## src/rtl/bcd_scan_ctrl.sv

```systemverilog
// Purpose: four-digit multiplexed BCD display scanner with tear-free shadow load and leading-zero blanking.
// Latency: all outputs are registered and describe the same cycle as the slot counter/index; a load lands at the next frame wrap (or on the next edge when the scan is off).
// Backpressure: READY drops while an update is pending; a LOAD seen with READY low is dropped silently.
//
// Ports:
//   CLK, RST_N       clock (rising edge) and asynchronous active-low reset
//   EN               scan enable; low blanks the display
//   LZB              leading-zero blanking enable
//   LOAD, DIN        one-cycle load request with four BCD nibbles (DIN[3:0] = digit 0)
//   READY, ERR       load handshake: accept-able / one-cycle reject pulse for non-BCD data
//   NUM, DIGIT_EN    digit code (4'hF = blank) and one-hot digit strobe
//   FRAME            one-cycle pulse in the slot whose end wraps the index 3 -> 0
module bcd_scan_ctrl #(
    parameter int DIV = 50000
) (
    input  logic        CLK,
    input  logic        RST_N,
    input  logic        EN,
    input  logic        LZB,
    input  logic        LOAD,
    input  logic [15:0] DIN,
    output logic        READY,
    output logic        ERR,
    output logic [3:0]  NUM,
    output logic [3:0]  DIGIT_EN,
    output logic        FRAME
);

    localparam int CW = (DIV > 1) ? $clog2(DIV) : 1;
    localparam logic [CW-1:0] CNT_MAX = CW'(DIV - 1);

    typedef enum logic {
        S_OFF  = 1'b0,
        S_SCAN = 1'b1
    } state_e;

    state_e        state_q, state_d;
    logic [CW-1:0] cnt_q, cnt_d;
    logic [1:0]    idx_q, idx_d;
    logic [15:0]   disp_q, disp_d;
    logic [15:0]   shadow_q, shadow_d;
    logic          pend_q, pend_d;
    logic          ready_q, ready_d;
    logic          err_q, err_d;
    logic          frame_q, frame_d;
    logic [3:0]    num_q, num_d;
    logic [3:0]    den_q, den_d;

    logic          din_ok;
    logic          load_acc;
    logic          wrap;
    logic [3:0]    blk;
    logic [3:0]    dsel;

    // Every nibble must be a legal BCD digit (0..9).
    function automatic logic bcd_ok(input logic [15:0] v);
        logic ok;
        ok = 1'b1;
        for (int i = 0; i < 4; i++) begin
            if (v[4*i +: 4] > 4'd9) ok = 1'b0;
        end
        return ok;
    endfunction

    // Next-state logic
    always_comb begin
        state_d  = state_q;
        cnt_d    = cnt_q;
        idx_d    = idx_q;
        disp_d   = disp_q;
        shadow_d = shadow_q;
        pend_d   = pend_q;

        din_ok   = bcd_ok(DIN);
        load_acc = LOAD && !pend_q && din_ok;
        err_d    = LOAD && !pend_q && !din_ok;
        wrap     = (state_q == S_SCAN) && EN && (cnt_q == CNT_MAX) && (idx_q == 2'd3);

        if (state_q == S_OFF) begin
            cnt_d = '0;
            idx_d = 2'd0;
            // Nothing is on screen, so a load can go straight to the digits.
            if (load_acc) disp_d = DIN;
            if (EN) state_d = S_SCAN;
        end else if (!EN) begin
            state_d = S_OFF;
            cnt_d   = '0;
            idx_d   = 2'd0;
            // Leaving the scan: no frame to tear, so flush any update now.
            if (load_acc) begin
                disp_d = DIN;
                pend_d = 1'b0;
            end else if (pend_q) begin
                disp_d = shadow_q;
                pend_d = 1'b0;
            end
        end else begin
            if (cnt_q == CNT_MAX) begin
                cnt_d = '0;
                idx_d = idx_q + 2'd1;
            end else begin
                cnt_d = cnt_q + CW'(1);
            end
            // Copy uses the shadow as it stood before this edge, so a load
            // accepted in the FRAME cycle waits for the following wrap.
            if (wrap && pend_q) begin
                disp_d = shadow_q;
                pend_d = 1'b0;
            end
            if (load_acc) begin
                shadow_d = DIN;
                pend_d   = 1'b1;
            end
        end

        // Blank a digit only if it and everything to its left is zero.
        blk[3] = LZB && (disp_d[15:12] == 4'd0);
        blk[2] = blk[3] && (disp_d[11:8] == 4'd0);
        blk[1] = blk[2] && (disp_d[7:4] == 4'd0);
        blk[0] = 1'b0;

        case (idx_d)
            2'd0:    dsel = disp_d[3:0];
            2'd1:    dsel = disp_d[7:4];
            2'd2:    dsel = disp_d[11:8];
            default: dsel = disp_d[15:12];
        endcase

        // Outputs are computed from the next state so the registered
        // outputs line up with the registered counter and index.
        if (state_d == S_OFF) begin
            num_d = 4'hF;
            den_d = 4'b0000;
        end else begin
            num_d = blk[idx_d] ? 4'hF : dsel;
            // Count 0 of each slot is a dark gap to avoid ghosting.
            den_d = ((cnt_d == '0) || blk[idx_d]) ? 4'b0000 : (4'b0001 << idx_d);
        end
        frame_d = (state_d == S_SCAN) && (cnt_d == CNT_MAX) && (idx_d == 2'd3);
        ready_d = !pend_d;
    end

    always_ff @(posedge CLK or negedge RST_N) begin
        if (!RST_N) begin
            state_q  <= S_OFF;
            cnt_q    <= '0;
            idx_q    <= 2'd0;
            disp_q   <= 16'h0000;
            shadow_q <= 16'h0000;
            pend_q   <= 1'b0;
            ready_q  <= 1'b1;
            err_q    <= 1'b0;
            frame_q  <= 1'b0;
            num_q    <= 4'hF;
            den_q    <= 4'b0000;
        end else begin
            state_q  <= state_d;
            cnt_q    <= cnt_d;
            idx_q    <= idx_d;
            disp_q   <= disp_d;
            shadow_q <= shadow_d;
            pend_q   <= pend_d;
            ready_q  <= ready_d;
            err_q    <= err_d;
            frame_q  <= frame_d;
            num_q    <= num_d;
            den_q    <= den_d;
        end
    end

    assign READY    = ready_q;
    assign ERR      = err_q;
    assign NUM      = num_q;
    assign DIGIT_EN = den_q;
    assign FRAME    = frame_q;

endmodule

```

## config.mk

```make
export PLATFORM = sky130hd
export DESIGN_NAME = bcd_scan_ctrl
export DESIGN_NICKNAME = d
export VERILOG_FILES = /design/src/rtl/bcd_scan_ctrl.sv
export SDC_FILE = /design/constraint.sdc
export NUM_CORES = 1
export LEC_CHECK = 0
export CORE_MARGIN = 2
export CORE_UTILIZATION = 49
export DETAILED_ROUTE_END_ITERATION = 6
export MAX_ROUTING_LAYER = met4
export PLACE_DENSITY = 0.68
export REMOVE_ABC_BUFFERS = 1
export SETUP_SLACK_MARGIN = 0.4
export SLEW_MARGIN = 10
export SYNTH_ARGS = -nofsm -noshare
export SYNTH_HDL_FRONTEND = slang
export SYNTH_SLANG_ARGS = --single-unit
```

## constraint.sdc

```tcl
create_clock -name CLK -period 3.69 [get_ports CLK]
set_input_delay 0.738 -clock CLK [delete_from_list [all_inputs] [get_ports CLK]]
set_output_delay 0.738 -clock CLK [all_outputs]
set_load 0.01 [all_outputs]
```

==> results of run 1 <==
[power breakdown]
group          leakage [nW]  internal [W]  switching (W)
Clock                 0.105      0.000348       0.000283
Sequential            0.797      0.000822      0.0000944
Combinational         0.797      0.000210       0.000215
Total                  1.70       0.00138       0.000593
[how the worst max path moves through the flow]
stage	slack (ns)	to	from	cells after the start
detailed placement	0.26	DIGIT_EN[2]$_DFF_PN0_	DIN[10]	9
global route	0.41	DIGIT_EN[3]$_DFF_PN0_	DIN[2]	9
finish	0.55	DIGIT_EN[3]$_DFF_PN0_	DIN[10]	9
global placement	0.29	DIGIT_EN[2]$_DFF_PN0_	DIN[10]	9
floorplan	0.74	DIGIT_EN[3]$_DFF_PN0_	cnt_q[0]$_DFF_PN0_	8
CTS	0.54	DIGIT_EN[3]$_DFF_PN0_	LOAD	7
[logic make-up (layout without fill, tap and decap cells)]
family                     count (synthesis)  after routing
AOI/OAI and AO/OA                        125            125
and+or+nand+nor                          119            119
DFF                                       63             63
buffers and inverters                     39             76
muxes                                     17             17
xor gates and xnor gates                  16             16
adders and majority gates                  2              2
[area by class of cell]
| type | instances | area [um^2] |
|---|---|---|
| clock buffers | 11 | 151 |
| clock inverters | 5 | 56.3 |
| fillers | 636 | 2930 |
| inverters | 12 | 45.0 |
| multi-input cells | 279 | 1850 |
| flip-flops and latches | 63 | 1580 |
| well taps | 99 | 124 |
| repair buffers | 48 | 433 |
[metal layers]
| layer | share of wire | routed length, um | vias up |
|---|---|---|---|
| met3 | 0.055 | 513 | 11 |
| met1 | 0.47 | 4360 | 1565 |
| met4 | 0.016 | 149 | 0 |
| li1 | - | - | 1494 |
| met5 | 0 | 0 | - |
| met2 | 0.46 | 4230 | 105 |
[registers in the layout (all words and copies together) (netlist names)]
register	cells
pend_q	1
ERR	1
DIGIT_EN	4
cnt_q	16
NUM	4
READY	1
FRAME	1
idx_q	2
state_q	1
shadow_q	16
disp_q	16
[critical path, delay by kind of cell]
| kind | cells | cell delay (ns) |
|---|---|---|
| simple gates | 3 | 1.09 |
| buf+inv | 2 | 0.70 |
| compound gates | 4 | 0.80 |
[Yosys cell counts, types with 7 or more instances]
| library cell | number | area, um^2 |
|---|---|---|
| a21o_1 | 8 | 60.1 |
| a21oi_1 | 16 | 80.1 |
| and2_1 | 8 | 50.1 |
| mux2_2 | 16 | 180 |
| nand3_1 | 7 | 35.0 |
| inv_1 | 12 | 45.0 |
| o21a_1 | 10 | 75.1 |
| or3_1 | 11 | 68.8 |
| dfrtp_1 | 58 | 1450 |
| o21ai_0 | 31 | 155 |
| nand2_1 | 22 | 82.6 |
| clkbuf_1 | 16 | 60.1 |
| nor3_1 | 10 | 50.1 |
| a32oi_1 | 8 | 70.1 |
| xnor2_1 | 10 | 87.6 |
| o22ai_1 | 16 | 100 |
| nor2_1 | 27 | 101 |
[metrics by stage]
stage	hold slack, ns	cell area (um^2)
final	0.513	4240
after global routing	0.529	4240
after CTS	0.509	4240
after detailed placement	0.501	4030
after global placement	0.496	4030
after floorplan	0.442	3470
[timing repair]
item,in CTS,in global routing
gates resized for setup,0,2
hold endpoints to repair,0,0
endpoints found under the setup margin,0,2
==> flow_summary.ini, run 1 <==
[sta]
setup_tns_ns = 0
setup-violations-final = 0
fin_crit_ns = 3.14
fmax_mhz = 319
fin_crit_sh = 0.850
setup_ws_ns = 0.554
rsz0062_at_grt = no
final_hold_viol_count = 0
drv_slew = 0
tightest_slew_ns = 0.820
max_slew_margin = 0.454
finalClockSkew_ns = 0.0132

[global_routing]
grt_max_degree = 64
grt-ovfl-total = 0
met1_usage = 0.342
antenna_found_initial = 0
grtUsageMet2 = 0.358
use_met3 = 0.0495
busiest_layer = met2
grt_pass1_vias = 3018
grt_pass1_wl_um = 15300
grt_usage = 0.244

[setup_path]
reg2reg_slack_ns = 0.58
cp_cell_sequence = clkdlybuf4s50_1 -> o21ai_0 -> and4_1 -> buf_4 -> a32oi_1 -> a211o_2 -> a41oi_1 -> or4b_1 -> nor3b_1
cp_max_fo = 10
cp-end-kind = register
path_class = input port to register
r2r-start = cnt_q[5]$_DFF_PN0_
reg2reg_depth = 7
rr_endpoint = DIGIT_EN[3]$_DFF_PN0_
arrival_ns = 3.34
cp_slowest_stage_delay_ns = 0.61
cp.required_ns = 3.89
crit_path_top_delay_cell = or4b_1
cp-start-kind = input port

[finish]
final_common_cell = dfrtp_1
fin_cells = 517
drive_above_1_share = 0.151
layout_common_cells = 58 x dfrtp_1, 31 x o21ai_0, 30 x clkdlybuf4s50_1
fin_util = 0.591
syn2layout_area_growth_pct = 17.9
diodes = 0
fin_nets = 436

[clock_tree]
htreeDepth = 3
clock_latency_ns = 0.35
cts_hold_buffers = 0
clk_pin_slew_worst_paths_ns = 0.06
cts_tree = built
clock_sinks = 63
cts_setup_buffers = 0
cts_buffers = 9
cts.path.max_buffers = 2
cts_root_buf = clkbuf_8

[worst_hold_path]
worst_hold_path.endpoint = cnt_q[0]$_DFF_PN0_
hp-start = cnt_q[0]$_DFF_PN0_
whs_path_depth = 1
holdCritPathClass = register to register

[place]
preCtsSetupSlack_ns = 0.257
place_hpwl_um = 6430
gp_congestion = 0.855
port_buffers = 31
numPlacedInstances = 501

[synthesis]
ys_seq_area_frac = 0.440
netlist_area_um2 = 3600
synth_top_family_by_area = compound AO/OA/AOI/OAI gates
syn_inst = 381
synth_cell_types = 54
synthAdderAreaFrac = 0.00695
synth_mux_area_frac = 0.0528
synth-simple-area-share = 0.181
yosys_warnings = 0
async_flop_share = 1.00
syn_area_per_cell_um2 = 9.45
synth_top_flop_cell = dfrtp_1
synth-compound-area-share = 0.233
ys_ff_latch = 63
synth-xor-area-share = 0.0389
synth_edf_count = 0

[status]
status = complete, no violations

[drt]
wl_um = 9250
drtIter0Drc = 187
drc_errors = 0
wl_per_cell_um = 17.9
drt-pass1-iter-count = 5
via_count = 3175
via_per_inst = 6.14
ant_nets = 0

[die]
rows = 31
fp.dieH_um = 89.7
ios = 32
core_area_um2 = 7180
die_area_um2 = 8050
initial_core_util = 0.502
fp.dieW_um = 89.7

[pwr]
ir_drop_mv = 0.233
powerDensity_nw_per_um2 = 465
p_leak_nw = 1.70
power.total_w = 0.00197

[run]
cap_violations = 0
Note: power is estimated with default switching activity, not from simulation.
==> run 2: changes to the inputs <==
==> constraint.sdc (replaced) <==
create_clock -name CLK -period 2.9 [get_ports CLK]
set_input_delay 0.58 -clock CLK [delete_from_list [all_inputs] [get_ports CLK]]
set_output_delay 0.58 -clock CLK [all_outputs]
set_load 0.01 [all_outputs]
==> flow_summary.ini, run 2 (synthesis gave the netlist of run 1 again) <==
[die]
ios = 32
fp.dieH_um = 89.7
initial_core_util = 0.502
core_area_um2 = 7180
fp.dieW_um = 89.7
rows = 31
die_area_um2 = 8050

[sta]
rsz0062_at_grt = yes
setup_tns_ns = 0
tightest_slew_ns = 0.731
fmax_mhz = 348
fin_crit_sh = 0.990
setup_ws_ns = 0.0297
fin_crit_ns = 2.87
max_slew_margin = 0.513
final_hold_viol_count = 0
drv_slew = 0
setup-violations-final = 0
finalClockSkew_ns = 0.0101

[setup_path]
crit_path_top_delay_cell = or4bb_4
cp_slowest_stage_delay_ns = 0.61
reg2reg_depth = 8
reg2reg_slack_ns = 0.03
cp.required_ns = 3.13
cp-end-kind = register
critPathTopFamily = simple AND/OR/NAND/NOR gates
cp-start-kind = register
path_class = register to register
r2r-start = cnt_q[12]$_DFF_PN0_
rr_endpoint = DIGIT_EN[1]$_DFF_PN0_
critPathBufInv = 1
cp_max_fo = 5
arrival_ns = 3.10
cp_cell_sequence = or4bb_4 -> buf_6 -> nor4_4 -> nand2_1 -> a21oi_1 -> a41oi_2 -> or4b_4 -> nor3b_2

[clock_tree]
cts.path.max_buffers = 2
cts_tree = built
clock_latency_ns = 0.35
htreeDepth = 3
cts_root_buf = clkbuf_8
clock_sinks = 63
cts_buffers = 9
clk_pin_slew_worst_paths_ns = 0.08
cts_hold_buffers = 0

[drt]
via_count = 3556
drt-pass1-iter-count = 5
drc_errors = 0
via_per_inst = 6.17
wl_per_cell_um = 18.6
ant_nets = 0
drtIter0Drc = 283
wl_um = 10700

[finish]
seq_area_um2 = 1580
layout_common_cells = 70 x buf_4, 58 x dfrtp_1, 29 x clkdlybuf4s50_1
final_common_cell = buf_4
fill_cells = 521
diodes = 0
syn2layout_area_growth_pct = 38.8
fin_nets = 495
drive_above_1_share = 0.327
multi_input_comb_area_um2 = 2090
biggestRegsByFlops = cnt_q x16, disp_q x16, shadow_q x16
design_area_um2 = 5000

[place]
preCtsSetupSlack_ns = -0.433
gp_congestion = 0.943
place_hpwl_um = 7180
placed_area_um2 = 4420
port_buffers = 31

[worst_hold_path]
holdCritPathClass = input port to asynchronous set/reset pin

[global_routing]
grt_max_degree = 31
grt_usage = 0.260
grt-ovfl-total = 0
grt_pass1_wl_um = 16300
grt_pass1_vias = 3328
antenna_found_initial = 0

[pwr]
ir_drop_mv = 0.360
powerDensity_nw_per_um2 = 578
power.total_w = 0.00289
p_leak_nw = 2.07

[status]
status = complete, no violations

[run]
cap_violations = 0
==> run 2: changes by cell type in the layout (fill, tap and decap cells not counted), sizes merged <==
| cell | delta |
|---|---|
| bufinv | +2 |
| buf | +58 |
| or3 | +1 |
| clkinv | -1 |
| dlymetal6s2s | +1 |
| clkinvlp | -1 |
| clkdlybuf4s50 | -1 |
==> run 2: power by group <==
group	total, W	switching, W	internal, W
combinational	0.000746	0.000367	0.000379
sequential	0.00116	0.000115	0.00105
clock	0.000982	0.000364	0.000618
total	0.00289	0.000847	0.00204
==> run 2: worst register-to-register path: stages, from the launching register on <==
cell     delay (ns)
dfrtp_1        0.38
or4bb_4        0.61
buf_6          0.16
nor4_4         0.34
nand2_1        0.11
a21oi_1        0.34
a41oi_2        0.06
or4b_4         0.57
nor3b_2        0.18
==> run 2: cell type report <==
type / count / area share
Tap cell: 99 / 0.0248
Inverter: 12 / 0.00901
Sequential cell: 63 / 0.317
Timing Repair Buffer: 106 / 0.180
Clock inverter: 5 / 0.0208
Clock buffer: 11 / 0.0303
Multi-Input combinational cell: 280 / 0.419
==> run 2: repair_timing <==
item,CTS,global route
gates cloned,1,0
setup endpoints to repair,16,26
gates resized for setup,24,28
buffers inserted,3,4
pin swaps,6,5
==> run 2: how the worst max path moves through the flow <==
stage / end / start / slack [ns] / cells after the start
finish: DIGIT_EN[1]$_DFF_PN0_ / cnt_q[12]$_DFF_PN0_ / 0.03 / 8
global route: DIGIT_EN[1]$_DFF_PN0_ / cnt_q[12]$_DFF_PN0_ / -0.02 / 8
CTS: DIGIT_EN[1]$_DFF_PN0_ / cnt_q[13]$_DFF_PN0_ / 0.11 / 7
detailed placement: DIGIT_EN[1]$_DFF_PN0_ / DIN[2] / -0.43 / 9
global placement: DIGIT_EN[1]$_DFF_PN0_ / DIN[2] / -0.33 / 9
floorplan: DIGIT_EN[3]$_DFF_PN0_ / cnt_q[0]$_DFF_PN0_ / -0.05 / 8
==> run 2: through the flow <==
stage,utilization,instances,hold slack [ns]
2_1_floorplan,-,354,0.284
3_3_place_gp,0.617,552,0.501
3_5_place_dp,0.617,552,0.507
4_1_cts,0.672,572,0.295
5_1_grt,0.697,576,0.324
6_report,0.697,576,0.286
==> run 2: per-layer routing <==
layer | vias up | part of all wire | wire length [um] | global-route usage
met5 | - | 0 | 0 | -
met4 | 0 | 0.034 | 367 | 0.110
met3 | 34 | 0.054 | 576 | 0.0436
met2 | 149 | 0.47 | 4990 | 0.393
met1 | 1754 | 0.45 | 4780 | 0.349
li1 | 1619 | - | - | -
==> run 3: changes to the inputs <==
--- a/config.mk
+++ b/config.mk
@@ -10,7 +10,6 @@
 export DETAILED_ROUTE_END_ITERATION = 6
 export MAX_ROUTING_LAYER = met4
 export PLACE_DENSITY = 0.68
-export REMOVE_ABC_BUFFERS = 1
 export SETUP_SLACK_MARGIN = 0.4
 export SLEW_MARGIN = 10
 export SYNTH_ARGS = -nofsm -noshare
==> flow_summary.ini, run 3 (synthesis gave the netlist of run 1 again) <==
[clock_tree]
htreeDepth = 3
clock_sinks = 63
cts_tree = built
cts_hold_buffers = 0
clk_pin_slew_worst_paths_ns = 0.08
cts_root_buf = clkbuf_8
cts.path.max_buffers = 2
cts_buffers = 9
clock_latency_ns = 0.34

[die]
rows = 31
fp.dieW_um = 89.7
fp.dieH_um = 89.7
core_area_um2 = 7180
ios = 32
die_area_um2 = 8050
initial_core_util = 0.502

[drt]
drt-pass1-iter-count = 4
drtIter0Drc = 188
via_count = 3408
via_per_inst = 5.92
ant_nets = 0
drc_errors = 0
wl_per_cell_um = 17.1
wl_um = 9860

[finish]
layout_common_cells = 70 x buf_4, 58 x dfrtp_1, 30 x clkdlybuf4s50_1
fin_nets = 495
fill_cells = 571
syn2layout_area_growth_pct = 36.0
diodes = 0
drive_above_1_share = 0.317
biggestRegsByFlops = cnt_q x16, disp_q x16, shadow_q x16
final_common_cell = buf_4
design_area_um2 = 4900

[setup_path]
cp_cell_sequence = or4_4 -> or3_4 -> buf_12 -> o22ai_4 -> a211o_2 -> a41oi_1 -> or4b_4 -> nor3b_2
cp.required_ns = 3.10
crit_path_top_delay_cell = or4_4
arrival_ns = 3.04
cp-end-kind = register
cp_max_fo = 17
cp_slowest_stage_delay_ns = 0.59
path_class = register to register
cp-start-kind = register

[pwr]
switching_share = 0.307
powerDensity_nw_per_um2 = 536
power_frac_clock = 0.290
p_switching_w = 0.000807
power.share.combinational = 0.269
p_leak_nw = 2.03
internal_power_w = 0.00182
seq_power_share = 0.441
ir_drop_mv = 0.415

[place]
place_hpwl_um = 7000
preCtsSetupSlack_ns = -0.422
placed_area_um2 = 4470
port_buffers = 31
gp_congestion = 0.866

[sta]
max_slew_margin = 0.614
fin_crit_sh = 0.979
setup_ws_ns = 0.0619
tightest_slew_ns = 0.573
finalClockSkew_ns = 0.00978
setup-violations-final = 0
drv_slew = 0
rsz0062_at_grt = yes
fmax_mhz = 352
fin_crit_ns = 2.84
whs_ns = 0.222
final_hold_viol_count = 0

[synthesis]
syn_nets = 404

[global_routing]
grt-ovfl-total = 0
grt_pass1_wl_um = 16600
antenna_found_initial = 0
grt_usage = 0.260
grt_max_degree = 64
grt_pass1_vias = 3464

[run]
cap_violations = 0

[status]
status = complete, no violations

[worst_hold_path]
holdCritPathClass = input port to asynchronous set/reset pin
[run 3: cell count changes in the layout (fill, tap and decap cells not counted), sizes merged]
| cell | previous run | this run |
|---|---|---|
| clkbuf | 11 | 9 |
| clkdlybuf4s50 | 29 | 30 |
| bufinv | 3 | 1 |
| inv | 12 | 13 |
| dlymetal6s2s | 1 | 0 |
| or3 | 12 | 11 |
| buf | 76 | 77 |
| clkinvlp | 0 | 3 |
[run 3: path summary, 6_finish.rpt]
check,startpoint,endpoint,slack (ns),cells past startpoint
max in group asynchronous,RST_N,NUM[2]$_DFF_PN1_,2.34,2
worst max register to register,cnt_q[10]$_DFF_PN0_,DIGIT_EN[1]$_DFF_PN0_,0.06,8
worst max-delay path,cnt_q[10]$_DFF_PN0_,DIGIT_EN[1]$_DFF_PN0_,0.06,8
worst min-delay path,RST_N,shadow_q[4]$_DFFE_PN0P_,0.22,2
worst min register to register,cnt_q[0]$_DFF_PN0_,cnt_q[0]$_DFF_PN0_,0.54,1
min in group CLK,cnt_q[0]$_DFF_PN0_,cnt_q[0]$_DFF_PN0_,0.54,1
[run 3: final cells by class]
class	count	area (um^2)	area share
Timing Repair Buffer	107	925	0.189
Clock buffer	9	124	0.0253
Sequential cell	63	1580	0.323
Multi-Input combinational cell	279	2030	0.414
Clock inverter	7	71.3	0.0146
Inverter	12	45.0	0.00920
Tap cell	99	124	0.0253
[run 3: routing by layer]
metal	wire length [um]	global-route usage	vias up	share of wire
met5	0	-	-	0
met2	4930	0.427	79	0.50
met3	322	0.0411	19	0.033
met4	190	0.0846	0	0.019
li1	-	-	1611	-
met1	4410	0.332	1699	0.45
[run 3: stage by stage]
step                power [W]  std cells  TNS [ns]   util
global route          0.00277        576         0  0.682
finish                0.00263        576         0  0.682
floorplan             0.00151        381         0      -
detailed placement    0.00183        549     -2.30  0.623
global placement      0.00181        549     -2.22  0.623
CTS                   0.00261        572         0  0.667
[run 3: power groups by stage]
| stage | combinational [W] | sequential, W | clock [W] |
|---|---|---|---|
| after CTS | 0.000677 | 0.00115 | 0.000779 |
| after global routing | 0.000773 | 0.00118 | 0.000822 |
| after floorplan | 0.000361 | 0.00115 | 0 |
| after detailed placement | 0.000659 | 0.00117 | 0 |
| after global placement | 0.000646 | 0.00116 | 0 |
| final | 0.000706 | 0.00116 | 0.000762 |
[run 3: timing repair]
action,CTS,global route
gates resized for setup,18,18
gates cloned,0,0
buffers inserted,7,4
pin swaps,8,8
endpoints found under the setup margin,10,26
[run 3: worst max-delay path: cells and delay by family (launching register included)]
family                 cells  cell delay (ns)
AOI/OAI and AO/OA          3             0.38
buffers and inverters      1             0.16
DFF                        1             0.38
and+or+nand+nor            4             1.76
